<file path="src/rtl/ppu_pkg.sv">
// Shared PPU-side constants: CPU-visible register addresses and the OAM DMA state encoding.
package ppu_pkg;

    localparam logic [15:0] ADDR_OAMDMA  = 16'h4014;
    localparam logic [15:0] ADDR_OAMDATA = 16'h2004;

    localparam logic [2:0] ST_IDLE  = 3'd0;
    localparam logic [2:0] ST_HALT  = 3'd1;
    localparam logic [2:0] ST_ALIGN = 3'd2;
    localparam logic [2:0] ST_READ  = 3'd3;
    localparam logic [2:0] ST_WRITE = 3'd4;

    typedef enum logic [2:0] {
        IDLE  = ST_IDLE,
        HALT  = ST_HALT,
        ALIGN = ST_ALIGN,
        READ  = ST_READ,
        WRITE = ST_WRITE
    } dma_state_t;

endpackage

</file>
<file path="src/rtl/oam_dma.sv">
// Sprite OAM DMA engine for $4014: halts the CPU and copies one page to OAMDATA
// as read/write bus cycle pairs.
module oam_dma
    import ppu_pkg::*;
#(
    parameter int XFER_LEN = 256,
    parameter bit ALIGN_EN = 1'b1
) (
    input  logic        i_cpu_clk,
    input  logic        i_cpu_rstn,
    input  logic [15:0] i_bus_addr,
    input  logic        i_bus_wn,
    input  logic [7:0]  i_bus_wdata,
    input  logic [7:0]  i_dma_rdata,
    output logic        o_cpu_rdy,
    output logic        o_dma_busy,
    output logic [15:0] o_dma_addr,
    output logic        o_dma_wn,
    output logic [7:0]  o_dma_wdata
);

    localparam int              CNT_W = $clog2(XFER_LEN);
    localparam logic [CNT_W-1:0] LAST = CNT_W'(XFER_LEN - 1);

    dma_state_t       state, state_nxt;
    logic [7:0]       page;
    logic [7:0]       data_q;
    logic [CNT_W-1:0] count;
    logic [7:0]       count_byte;
    logic             parity;
    logic             trigger;

    // Only an idle engine accepts a page write; later writes are dropped.
    assign trigger    = (state == IDLE) && (i_bus_addr == ADDR_OAMDMA) && !i_bus_wn;
    assign count_byte = 8'(count);

    always_ff @(posedge i_cpu_clk) begin
        if (!i_cpu_rstn) begin
            state  <= IDLE;
            page   <= 8'h00;
            data_q <= 8'h00;
            count  <= '0;
            parity <= 1'b0;
        end else begin
            state  <= state_nxt;
            parity <= ~parity;
            if (trigger)
                page <= i_bus_wdata;
            if (state == READ)
                data_q <= i_dma_rdata;
            if (state == WRITE)
                count <= (count == LAST) ? '0 : count + CNT_W'(1);
        end
    end

    always_comb begin
        state_nxt   = state;
        o_cpu_rdy   = 1'b1;
        o_dma_busy  = 1'b0;
        o_dma_addr  = 16'h0000;
        o_dma_wn    = 1'b1;
        o_dma_wdata = 8'h00;
        case (state)
            IDLE: begin
                if (trigger)
                    state_nxt = HALT;
            end
            HALT: begin
                o_cpu_rdy  = 1'b0;
                o_dma_busy = 1'b1;
                o_dma_addr = ADDR_OAMDMA;
                // Reads must start on an even CPU cycle, so burn one cycle when odd.
                state_nxt  = (ALIGN_EN && parity) ? ALIGN : READ;
            end
            ALIGN: begin
                o_cpu_rdy  = 1'b0;
                o_dma_busy = 1'b1;
                o_dma_addr = ADDR_OAMDMA;
                state_nxt  = READ;
            end
            READ: begin
                o_cpu_rdy  = 1'b0;
                o_dma_busy = 1'b1;
                o_dma_addr = {page, count_byte};
                state_nxt  = WRITE;
            end
            WRITE: begin
                o_cpu_rdy   = 1'b0;
                o_dma_busy  = 1'b1;
                o_dma_addr  = ADDR_OAMDATA;
                o_dma_wn    = 1'b0;
                o_dma_wdata = data_q;
                state_nxt   = (count == LAST) ? IDLE : READ;
            end
            default: state_nxt = IDLE;
        endcase
    end

endmodule

</file>
<file path="config.mk">
export PLATFORM = sky130hd
export DESIGN_NAME = oam_dma
export DESIGN_NICKNAME = d
export VERILOG_FILES = /design/src/rtl/ppu_pkg.sv /design/src/rtl/oam_dma.sv
export SDC_FILE = /design/constraint.sdc
export NUM_CORES = 1
export LEC_CHECK = 0
export CAP_MARGIN = 40
export CORE_MARGIN = 3
export CORE_UTILIZATION = 44
export CTS_CLUSTER_SIZE = 25
export DETAILED_ROUTE_END_ITERATION = 6
export PLACE_DENSITY = 0.84
export SLEW_MARGIN = 10
export SYNTH_ARGS = -nofsm -noshare
export SYNTH_HDL_FRONTEND = slang
export SYNTH_SLANG_ARGS = --single-unit
</file>
<file path="constraint.sdc">
create_clock -name i_cpu_clk -period 4.2 [get_ports i_cpu_clk]
set_input_delay 0.84 -clock i_cpu_clk [delete_from_list [all_inputs] [get_ports i_cpu_clk]]
set_output_delay 0.84 -clock i_cpu_clk [all_outputs]
set_load 0.005 [all_outputs]
</file>
# After elaboration in Yosys (flattened, before gate mapping)
# Index checks and enable logic that the tools add are counted.
# Widths: inputs -> output; s select.
# totals
n_memories	0
ff_bits	28
out_inout_bits	27
rom_bits	0
latchBits	0
in_bits	35
ramBits	0
elab_cells	30
# op_classes
eq_ne	7
reduce_logical	6
addsub	1
multipliers	0
div_mod_pow	0
n_bitwise	1
n_shift	0
order_cmp	0
n_mux	10
# op_table
op	count
$pmux 16 s3	1
$eq 16x15->1 const B	1
$mux 8	2
$pmux 3 s5	1
$add 8x1->8 const B	1
$eq 8x8->1 const B	1
$eq 3x2->1 const B	2
$mux 1	4
$reduce_or 4->1	1
$eq 3x1->1 const B	1
$eq 3x3->1 const B	1
$logic_not 3->1	1
$mux 3	1
$logic_and 1x1->1	2
$mux 2	1
$ne 2x2->1 const B	1
$reduce_or 2->1	1
$logic_not 1->1	1
$not 1->1	1

# Logic depth before layout (Yosys ltp)
# Gate-level depths: netlist of run 1.
# depth
depth_word	5
mapped_depth	6

# Least setup slack after synthesis of run 1
# OpenSTA, ideal clock, no wires.
# synth_path
path_kind	register -> output
startpoint	register state[1]
endpoint	output port o_dma_addr[10]
t_arrival_ns	1.117
path_stages_with_launch	6
slack_ns	2.243
path_cell_list	dfxtp_1 > buf_2 > nand2_1 > nor2_1 > clkbuf_1 > and2_1
# synth_via
elab_chain_cells	3
elab_cells_between_ends	6
# synth_rtl
element	line	text
from (decl)	oam_dma.sv:25	dma_state_t state, state_nxt;
from (signal assigned)	oam_dma.sv:45	state <= state_nxt;
$eq 3x2->1 or $eq 3x1->1 (tied branches)	oam_dma.sv:63	case (state)
$reduce_or 2->1 (no source line)	--	
$pmux 16 s3 *	oam_dma.sv:63	
to (decl)	oam_dma.sv:17	output logic [15:0] o_dma_addr,
# Mark *: on every way between the ends. The rest lies on a longest branch, timed or not.

# Worst setup path after layout of run 1
# layout_path
startpoint	register state[0]
endpoint	output port o_dma_addr[14]
# Same word-level chain as after synthesis.

==> impl.org, run 1 <==
** Synth
- dfxtp_1 takes more of the synthesized area than any other cell.
- The share of synthesized area in the top cell type comes to between 40% and 50%.
- After technology mapping, the gate count stands at between 150 and 200.
- The number of different library cells used by synthesis comes to 29.
- Largest cells by area after synthesis :: dfxtp_1 40%, and2_1 9.4%, a21oi_1 7.6%, nand2_1 7.0%, o21ai_0 5.0%
- Counting every net in the synthesized netlist gives roughly 220.
- The Yosys step of the flow raised 0 warnings.
- Total of flip-flops plus latches after synthesis :: 28
- Mean Syn Cell Area :: roughly 7.8 um2
- Synth Cell Area :: 0.00139 mm2
- After synthesis, flip-flops and latches occupy approximately two fifths of the total area.

** STA
- Across the routed clock network, the largest skew measured is 2.45 ps.
- Final setup vio count :: 0
- Counting I/O delays and the setup requirement, the final critical path takes 2990 ps.
- Tightest Pin Transition :: 791 ps
- Setup total negative slack on the finished layout was measured at 0 ps.
- The number of failing hold endpoints at the final stage is 0.
- Setup repair after global routing missed its margin :: false
- Minimum setup slack in the final design :: around 1200 ps
- In the finished design, the share of the clock period the worst path needs comes to ~70%.
- Derived from the worst setup path, the maximum achievable clock frequency is about 0.33 GHz.
- Slew Viols, Final :: 0
- Measured against its own limit, the worst slew margin works out to between 40% and 50%.

** Final layout
- The net count of the finished layout is between 200 and 300.
- From synthesis to final layout, the design area changed by 48.9%.
- The repair_antennas step left the layout with diodes totalling 0.
- Filler cells :: about 240
- Of the cells placed in the final design, the portion with a size suffix greater than 1 is under 10%.
- Final Core Density :: 72.0%

** Worst hold path
- The path class of the tightest hold or removal check is register to register.

** CTS
- CTS Hold Buffers Added :: 0
- Number of setup buffers added after CTS :: 0
- In this run the number of H-tree levels came out at 1.
- CTS clk-pin slew, worst paths :: ~150 ps
- Count of instances resized after the clock tree is built :: 0
- Clock Path Buffers :: 2
- CTS Sinks :: 28
- The number of clock buffers added by TritonCTS is 3.
- The tree is rooted in a clkbuf_4.
- The later pin in the worst-skew pair is clocked with a latency of roughly 330 ps.
- CTS tree :: done

** Setup path
- Data on the critical path is required at its endpoint by 3360 ps.
- Endpoint arrival time on the critical path :: ~2200 ps
- Crit Path Max Fanout :: 12
- Crit path launch type :: register
- Ordered cell list for the critical path :: nor2_1, nor2_1, o21a_1, clkdlybuf4s50_1
- Dominant cell type by count on the critical path :: nor2_1
- Worst setup path class :: register to output port
- The worst setup path is captured at an output port.
- In this design, the largest share of critical-path delay is due to simple AND/OR/NAND/NOR gates.
- Together, buffers and inverters on the worst path number 1.
- Largest incremental delay on the critical path :: roughly 650 ps
- The slowest stage of the critical path is the nor2_1 cell.

** Drt
- Post-DRT Antenna Nets :: 0
- WL/cell :: 12.8 um
- Number of vias after detailed routing :: ~1400
- Detailed Route WL :: roughly 3.6 mm
- For this run, design rule violations remaining after detail routing come to 0.
- The pre-antenna-repair detailed-routing pass consisted of 5 iterations.
- The first routing iteration left 44 violations.
- Average vias per placed instance :: about 5.1

** Placement
- The HPWL after detailed placement is about 2.7 mm.
- Routability-driven placement congestion ratio :: between 0.8 and 0.9
- Prior to clock tree synthesis, the placed netlist has a worst setup slack of about 1600 ps.
- In this run the tool buffered the top-level ports with between 60 and 70 buffer cells.

** Floorplanning
- Core area :: roughly 0.0029 mm2
- After floorplanning, the core was divided into 19 placement rows.
- Floorplan die height :: ~62 um
- The die covers just under 0.004 mm2.
- Starting density of the core :: 48.4%
- Pin placement for this block handled 62 I/O pins.
- From left edge to right edge, the die measures between 60 and 70 um.

** Pwr
- For this design the static power due to leakage is between 0.7 and 0.8 nW.
- VDD IR-drop max :: between 0.2 and 0.25 mV
- Pwr dens :: around 270 mW/mm2
- Overall power consumption after layout is estimated at around 0.00055 W.

** GRT
- The first global-routing pass estimated between 5 and 6 mm of wire.
- Global route overflow :: 0
- Largest net degree at the start of global routing :: 22
- Initial antenna violation count :: 0
- Via count of the first global-routing pass :: roughly 1300
- In the global route stage, overall resource usage came out at a little under a fifth.

** Run
- Across the run, the number of max-cap violations was 0.

** Status
- The flow ran to the end, and the final reports show no timing, DRC or antenna violations.
-- Yosys cell counts --
library cell and n:
buf_2 4, ha_1 1, nand4b_1 1, inv_1 4, inv_2 1, nor4bb_1 1
nor3b_4 1, nand2_1 26, clkbuf_1 6, o21a_1 2, nand3_1 6, and3b_1 1
or2_2 1, nor4b_1 1, and2_1 21, nor4_1 1, o31ai_1 1, dfxtp_1 28
nand4_1 10, nor2_1 12, xor2_1 1, xnor2_1 6, nor4_4 1, a21oi_1 21
a221oi_1 1, o21ai_0 14, and3_1 2, or3_1 1, nor3_1 3
-- flip-flops by register name, indices dropped and copies added, names as in the netlist --
name / flops
count: 8
data_q: 8
page: 8
state: 3
parity: 1
-- power by group --
group	leakage (nW)	internal (W)	switching [W]
clock network	0.0279	0.0000966	0.0000804
registers	0.226	0.000270	0.00000713
logic	0.471	0.0000602	0.0000352
-- kinds of logic (layout without fill, tap and decap cells) --
kind of cell | count (synthesis) | count (layout) | share of synthesized area [%]
flip-flops | 28 | 28 | 40.3
XOR/XNOR | 7 | 7 | 4.41
adder cells (fa/ha/maj) | 1 | 1 | 0.899
AO/OA/AOI/OAI | 39 | 39 | 14.8
buffers and inverters | 15 | 71 | 4.41
AND/OR/NAND/NOR | 89 | 89 | 35.2
-- through the flow --
step / hold WS [ps] / instances / area (um2)
6_report: 428 / 277 / 2070
5_1_grt: 454 / 277 / 2070
4_1_cts: 424 / 277 / 2070
3_5_place_dp: 404 / 273 / 2020
3_3_place_gp: 408 / 273 / 2020
2_1_floorplan: 387 / 179 / 1390
-- worst register-to-register path, delay by kind of cell (launching register included) --
| family | cells | cell delay (ps) |
|---|---|---|
| and+or+nand+nor | 2 | 1100 |
| DFF | 1 | 420 |
| AOI/OAI and AO/OA | 2 | 360 |
-- routing by layer --
layer	GRT usage (%)	part of all wire, %	routed length [um]
met1	24.4	47	1650
met5	0	0	0
met4	3.87	0.37	13
met3	4.68	7.3	260
met2	30.0	46	1630
-- layout by cell type, fill, tap and decap left out, types with 3 or more instances in the layout --
| cell | Yosys | final |
|---|---|---|
| nor3_1 | 3 | 3 |
| clkdlybuf4s50_1 | 0 | 61 |
| clkbuf_4 | 0 | 3 |
| dfxtp_1 | 28 | 28 |
| nand4_1 | 10 | 10 |
| nand3_1 | 6 | 6 |
| inv_1 | 4 | 4 |
| and2_1 | 21 | 21 |
| o21ai_0 | 14 | 14 |
| xnor2_1 | 6 | 6 |
| nand2_1 | 26 | 26 |
| nor2_1 | 12 | 12 |
| a21oi_1 | 21 | 21 |
-- final timing paths --
kind	end	from	depth (start not counted)	slack, ps
worst min register to register	parity	parity	1	430
worst min-delay path	parity	parity	1	430
worst max register to register	page[0]	state[0]	4	2180
worst max-delay path	o_dma_addr[14]	state[0]	4	1210
-- cell type report --
| cell class | instances | area (um2) | share of cell area, % |
|---|---|---|---|
| multi-input combinational | 136 | 769 | 37.1 |
| timing repair buffer | 62 | 618 | 29.8 |
| clock inverter | 1 | 30.0 | 1.45 |
| inverter | 5 | 18.8 | 0.906 |
| tap | 42 | 52.6 | 2.54 |
| sequential | 28 | 561 | 27.1 |
| clock buffer | 3 | 22.5 | 1.09 |
No activity file was read; power rests on OpenSTA's default activity.
==> run 2: changes to the inputs <==
Settings changed: CORE_UTILIZATION 44 to 41, PLACE_DENSITY 0.84 to 0.79.
Clock period 4.2 ns to 2.9 ns, I/O delays scaled along.
==> run 2 against run 1 <==
Effect of this change: register-to-register slack worse by 1100 ps; core utilization down 5.2 points; first-iteration DRC count up 98%.
==> impl.org, run 2 (same netlist as run 1, synthesis figures left out) <==
** GRT
- Entering global routing, the biggest net connects 22 pins.
- In the global route stage, overall resource usage came out at 18.2%.
- First-pass GRT wire length :: roughly 6.1 mm
- The number of antenna violations at the first check in global routing was 0.
- The via count of the first global-routing pass was 1391.
- Global route overflow :: 0

** Placement
- Once detailed placement completed, the half-perimeter wirelength came to between 2 and 3 mm.
- Counting tap cells, the placed design contains a total of between 200 and 300 instances.
- During placement, the flow inserted port buffers numbering 61.
- Placed cell areas :: 0.00204 mm2
- Routability-driven placement finished with a final weighted congestion of ~0.86.
- At the placement stage, the worst setup path has a slack of between 400 and 500 ps.

** Final layout
- Once layout is done, the placed cells without fillers occupy between 0.002 and 0.0025 mm2.
- Number of standard cells in the layout, taps in and fillers out :: roughly 290
- Area grow syn2layout :: 51.3%
- Layout cell share with drive strength beyond 1 :: 6.64%
- For this run, the post-layout net count is between 200 and 300.
- Commonest cells after routing, fill and taps aside :: 61 x clkdlybuf4s50_1, 28 x dfxtp_1, 26 x nand2_1, 21 x and2_1, 21 x a21oi_1
- The repair_antennas step left the layout with diodes totalling 0.
- Largest registers :: count: 8 flops, data_q: 8 flops, page: 8 flops
- Leaving out fill and tap cells, the most frequent cell in the layout is clkdlybuf4s50_1.

** Worst hold path
- Worst min-delay path class :: register to register

** Pwr
- Net Sw Frac :: between 20% and 30%
- VDD IR-drop max :: 0.317 mV
- Part of the total power dissipated in sequential elements :: between 50% and 60%
- Of the total power, the clock network draws 26.0%.
- In this run the power spent charging and discharging nets is between 0.00015 and 0.0002 W.
- Pwr dens :: between 300 and 400 mW/mm2
- Internal power contribution :: ~0.00056 W
- Combinational logic burns approximately a fifth of the power.
- The design draws 0.000740 W.
- For this design the static power due to leakage is about 0.75 nW.

** Floorplanning
- Starting density of the core :: approximately 44%
- Die ar. :: 0.00413 mm2
- Core area :: between 0.003 and 0.004 mm2
- The floorplan step set the die height to approximately 64 um.
- Number of placed I/O pins :: between 60 and 70
- After floorplanning, the core was divided into 20 placement rows.
- From left edge to right edge, the die measures roughly 64 um.

** Setup path
- Ordered cell list for the critical path :: nand2_1, nor2_2, buf_4, and2_1, clkdlybuf4s50_1
- Crit Path Max Fanout :: 12
- For this design, the slowest cell found on the critical path is dfxtp_1.
- Nature of the critical path endpoint :: output port
- The worst setup path is of the register to output port kind.
- Crit path launch type :: register
- STA puts the critical path data required time at 2320 ps.
- Data arrives at the worst endpoint at about 2200 ps.
- For this run, the slowest stage of the critical path takes 530 ps.

** Status
- Result of the run :: completed

** CTS
- CTS built an H-tree with a depth of 1.
- CTS Sinks :: 28
- CTS placed an instance of clkbuf_4 at the clock tree root.
- The number of hold buffers added after CTS was 0.
- Insertion delay to the later sink of the worst-skew pair :: approximately 330 ps
- After clock tree synthesis, the clock-pin slew on the worst setup and hold paths is 150 ps.
- TritonCTS built the clock tree.
- In this run, CTS created clock tree buffers numbering 3.
- No sink is reached through more buffers than the 2 on the longest clock path.

** Drt
- 1st-iter DRT viols :: a little under 90
- For this run, design rule violations remaining after detail routing come to 0.
- In the routed layout, each cell is associated on average with a via count of 5.17.
- First-pass iteration count of the detailed router :: 4
- Number of vias after detailed routing :: ~1500
- After detailed routing, the total wire length is between 3 and 4 mm.
- WL/cell :: 13.1 um
- Post-DRT Antenna Nets :: 0

** STA
- Final critical path time including I/O delays and setup :: 2750 ps
- Setup slack closes at about 150 ps.
- The worst pin sits at a relative slew slack of between 50% and 60%.
- Final setup vio count :: 0
- Final hold violations :: 0
- Of the available clock period, the critical path in the final layout requires 94.8%.
- The final number of max-transition violations came to 0.
- Final-layout setup total negative slack :: 0 ps
- Max Clock Skew :: 8.00 ps
- Derived from the worst setup path, the maximum achievable clock frequency is 0.364 GHz.
- Tightest Pin Transition :: a little under 700 ps

** Run
- # Max-Cap Violations :: 0
-- run 2: through the flow --
stage / util, % / hold slack, ps
6_report: 66.8 / 419
3_5_place_dp: 64.6 / 401
5_1_grt: 66.8 / 460
2_1_floorplan: - / 387
3_3_place_gp: 64.6 / 407
4_1_cts: 65.8 / 420
-- run 2: routing by layer --
metal / track usage [%] / vias to the layer above / wire length [um]
li1: - / 738 / -
met4: 3.43 / 0 / 34
met2: 32.5 / 45 / 1820
met1: 22.0 / 687 / 1660
met3: 4.39 / 4 / 207
met5: 0 / - / 0
-- run 2: worst paths after layout --
| kind | from | cells after the start | slack (ps) | end |
|---|---|---|---|---|
| worst max-delay path | state[1] | 5 | 150 | o_dma_addr[10] |
| worst min-delay path | parity | 1 | 420 | parity |
| worst max register to register | state[0] | 4 | 1110 | page[0] |
| worst min register to register | parity | 1 | 420 | parity |
-- run 2: cell type report --
type                            count  area [um2]
Multi-Input combinational cell    136         772
Timing Repair Buffer               68         663
Fill cell                         286        1050
Inverter                            5        18.8
Tap cell                           44        55.1
Clock buffer                        4        36.3
Sequential cell                    28         561
-- run 2: what timing repair did --
action	4_1_cts	5_1_grt
endpoints found under the setup margin	0	7
setup buffers	0	4
gates resized for setup	0	1
-- run 2: worst max-delay path, delay by kind of cell (launching register included) --
family / cells / cell delay, ps
buffers and inverters: 2 / 730
AND/OR/NAND/NOR: 3 / 570
flip-flops: 1 / 530
-- run 2: power by group through the flow --
stage          Combinational (W)  Sequential (W)  Clock, W
3_5_place_dp            0.000145        0.000409         0
6_report                0.000147        0.000401  0.000192
3_3_place_gp            0.000143        0.000409         0
5_1_grt                 0.000159        0.000403  0.000212
4_1_cts                 0.000146        0.000401  0.000195
2_1_floorplan          0.0000615        0.000401         0
==> run 3: changes to the inputs <==
Settings changed: GPL_TIMING_DRIVEN set to 0, PLACE_DENSITY 0.79 to 0.77.
==> run 3 against run 2 <==
Effect of this change: register-to-register slack improved by 160 ps; via count decreased by 2.8%; critical path type unchanged; design area is 0.42% lower; sequential share of layout area rose by 0.11 points.
==> impl.org, run 3 (same netlist as run 1, synthesis figures left out) <==
** Floorplanning
- The initial utilization of the core area, before any placement, comes to 44.1%.
- Row generation in the floorplan step produced 20 rows.
- Number of placed I/O pins :: 62
- Core area :: between 0.003 and 0.004 mm2
- Die ar. :: a little over 0.004 mm2
- Floorplan die height :: approximately 64 um
- Horizontal die dimension :: between 60 and 70 um

** STA
- Slew headroom :: 66.3%
- The final critical path takes up between 90% and 100% of the cycle.
- Achievable frequency :: about 0.37 GHz
- Setup repair after global routing missed its margin :: false
- The clock arrives with approximately 10 ps of skew.
- Slew Viols, Final :: 0
- Tightest Pin Transition :: approximately 500 ps
- Final critical path time including I/O delays and setup :: 2690 ps
- Final-layout setup total negative slack :: 0 ps
- Final hold violations :: 0
- Final hold slack :: approximately 420 ps
- Setup violations remaining at the end of the flow were counted as 0.

** CTS
- The tree is rooted in a clkbuf_4.
- TritonCTS built the clock tree.
- Clock-pin slew was measured on the worst setup and hold paths at around 150 ps.
- In this run the number of H-tree levels came out at 1.
- Total CTS buffers :: 3
- Insertion delay to the later sink of the worst-skew pair :: ~330 ps
- The clock net in this run drives a total of 28 sinks.
- Number of setup buffers added after CTS :: 0
- Count of instances resized after the clock tree is built :: 0
- CTS Hold Buffers Added :: 0
- The clock passes through at most 2 buffers.

** Setup path
- Reg-to-reg critical path startpoint :: state[2]
- Endpoint of the worst setup timing path :: o_dma_addr[10]
- Data required time at the worst endpoint :: 2320 ps
- STA classifies the critical path endpoint as an output port.
- Critical R2R Capture :: count[0]
- Endpoint arrival time on the critical path :: roughly 2100 ps
- Along the worst path, the maximum fanout reaches 10.
- Start point of the critical path :: state[1]
- The worst register-to-register path has a setup slack of about 1300 ps.
- The worst register-to-register path has a depth of 4.
- STA classifies the critical path startpoint as a register.
- The worst setup path is of the register to output port kind.

** Status
- Result of the run :: completed

** Final layout
- Final net count :: approximately 280
- The count of cells in the finished layout, fillers not included, comes to about 290.
- Most frequent standard cell in the layout excluding fill and tap cells :: clkdlybuf4s50_1
- Final instance area :: 0.00210 mm2
- Area grow syn2layout :: 50.7%
- Final Core Density :: between 60 and 70%
- The largest registers in the layout are count: 8 flops, data_q: 8 flops, page: 8 flops.
- Fill cells in the final layout number between 300 and 400.
- Commonest cells after routing, fill and taps aside :: 61 x clkdlybuf4s50_1, 28 x dfxtp_1, 26 x nand2_1, 21 x and2_1, 21 x a21oi_1
- In the final layout, the share of cells above drive strength 1 is approximately 6.1%.
- Antenna fix cells :: 0

** Pwr
- Share of power burned in combinational logic :: 20.9%
- VDD IR-drop max :: 0.275 mV
- The share of total power dissipated in sequential elements is a little over half.
- Internal power contribution :: ~0.00056 W
- In this run switching power makes up 24.0% of total power.
- For this design the total switching power over the nets is around 0.00018 W.
- Lkg Pwr :: around 0.75 nW
- The share of total power dissipated in the clock network is 25.9%.
- Pwr dens :: between 300 and 400 mW/mm2

** Drt
- Number of vias after detailed routing :: roughly 1400
- First-pass iteration count of the detailed router :: 4
- Post-DRT Antenna Nets :: 0
- For this block, the routed nets add up to 3.56 mm of wire.
- Average vias per placed instance :: between 4 and 5
- Remaining routing DRC violations :: 0
- WL/cell :: about 12 um
- 1st-iter DRT viols :: 55

** Placement
- Routability-driven placement congestion ratio :: ~0.84
- Number of cells in the design after placement :: 284
- Placed cell areas :: a little over 0.002 mm2
- Buffers placed on the I/O ports in this run total 61.
- Half-perimeter wire length after detailed placement :: around 2.7 mm

** GRT
- Global route overflow :: 0
- Across every metal layer, demand over resource in global routing totals 18.4%.
- The first global-routing pass estimated between 6 and 7 mm of wire.
- The via count of the first global-routing pass is roughly 1300.
- Largest net degree at the start of global routing :: 16
- Initial antenna violation count :: 0

** Run
- The tool flagged a number of max-cap violations equal to 0.

** Worst hold path
- The path class of the tightest hold or removal check is register to register.
==> run 3: cell types whose count changed in the layout (fill, tap and decap cells not counted), sizes merged <==
cell and delta:
clkbuf +6, buf -3
==> run 3: worst min-delay path by stage <==
stage | from | end | slack, ps | cells past startpoint
floorplan | parity | parity | 390 | 1
global placement | parity | parity | 400 | 1
detailed placement | parity | parity | 410 | 1
CTS | parity | parity | 430 | 1
global route | parity | parity | 460 | 1
finish | parity | parity | 420 | 1
==> run 3: critical path: stages, from the launching register on <==
cell             delay, ps
dfxtp_1                340
buf_2                  190
nand2_1                120
nor2_1                 200
clkbuf_2               270
and2_1                 160
clkdlybuf4s50_1        500
==> run 3: stage by stage <==
stage          setup slack [ps]  power (W)
2_1_floorplan              1200   0.000462
3_3_place_gp                443   0.000554
3_5_place_dp                429   0.000555
4_1_cts                    22.0   0.000744
5_1_grt                    40.5   0.000772
6_report                    213   0.000738
==> run 3: power by group through the flow <==
stage	registers [W]	clock network, W	logic [W]
floorplan	0.000401	0	0.0000615
detailed placement	0.000401	0	0.000154
global route	0.000394	0.000210	0.000169
global placement	0.000401	0	0.000153
finish	0.000393	0.000191	0.000154
CTS	0.000393	0.000196	0.000155
==> run 3: routing by layer <==
layer	GRT usage (%)	share of wire, %	vias up
met5	0	0	-
met4	4.75	0.59	0
met3	4.04	4.7	4
met2	32.3	50	36
met1	22.6	44	650
li1	-	-	743
==> run 3: final cells by class <==
type	count	area, um2	share of cell area (%)
multi-input combinational	136	769	36.7
buffer	10	46.3	2.21
tap	44	55.1	2.63
sequential	28	561	26.7
inverter	5	18.8	0.895
clock buffer	4	36.3	1.73
timing repair buffer	61	611	29.1
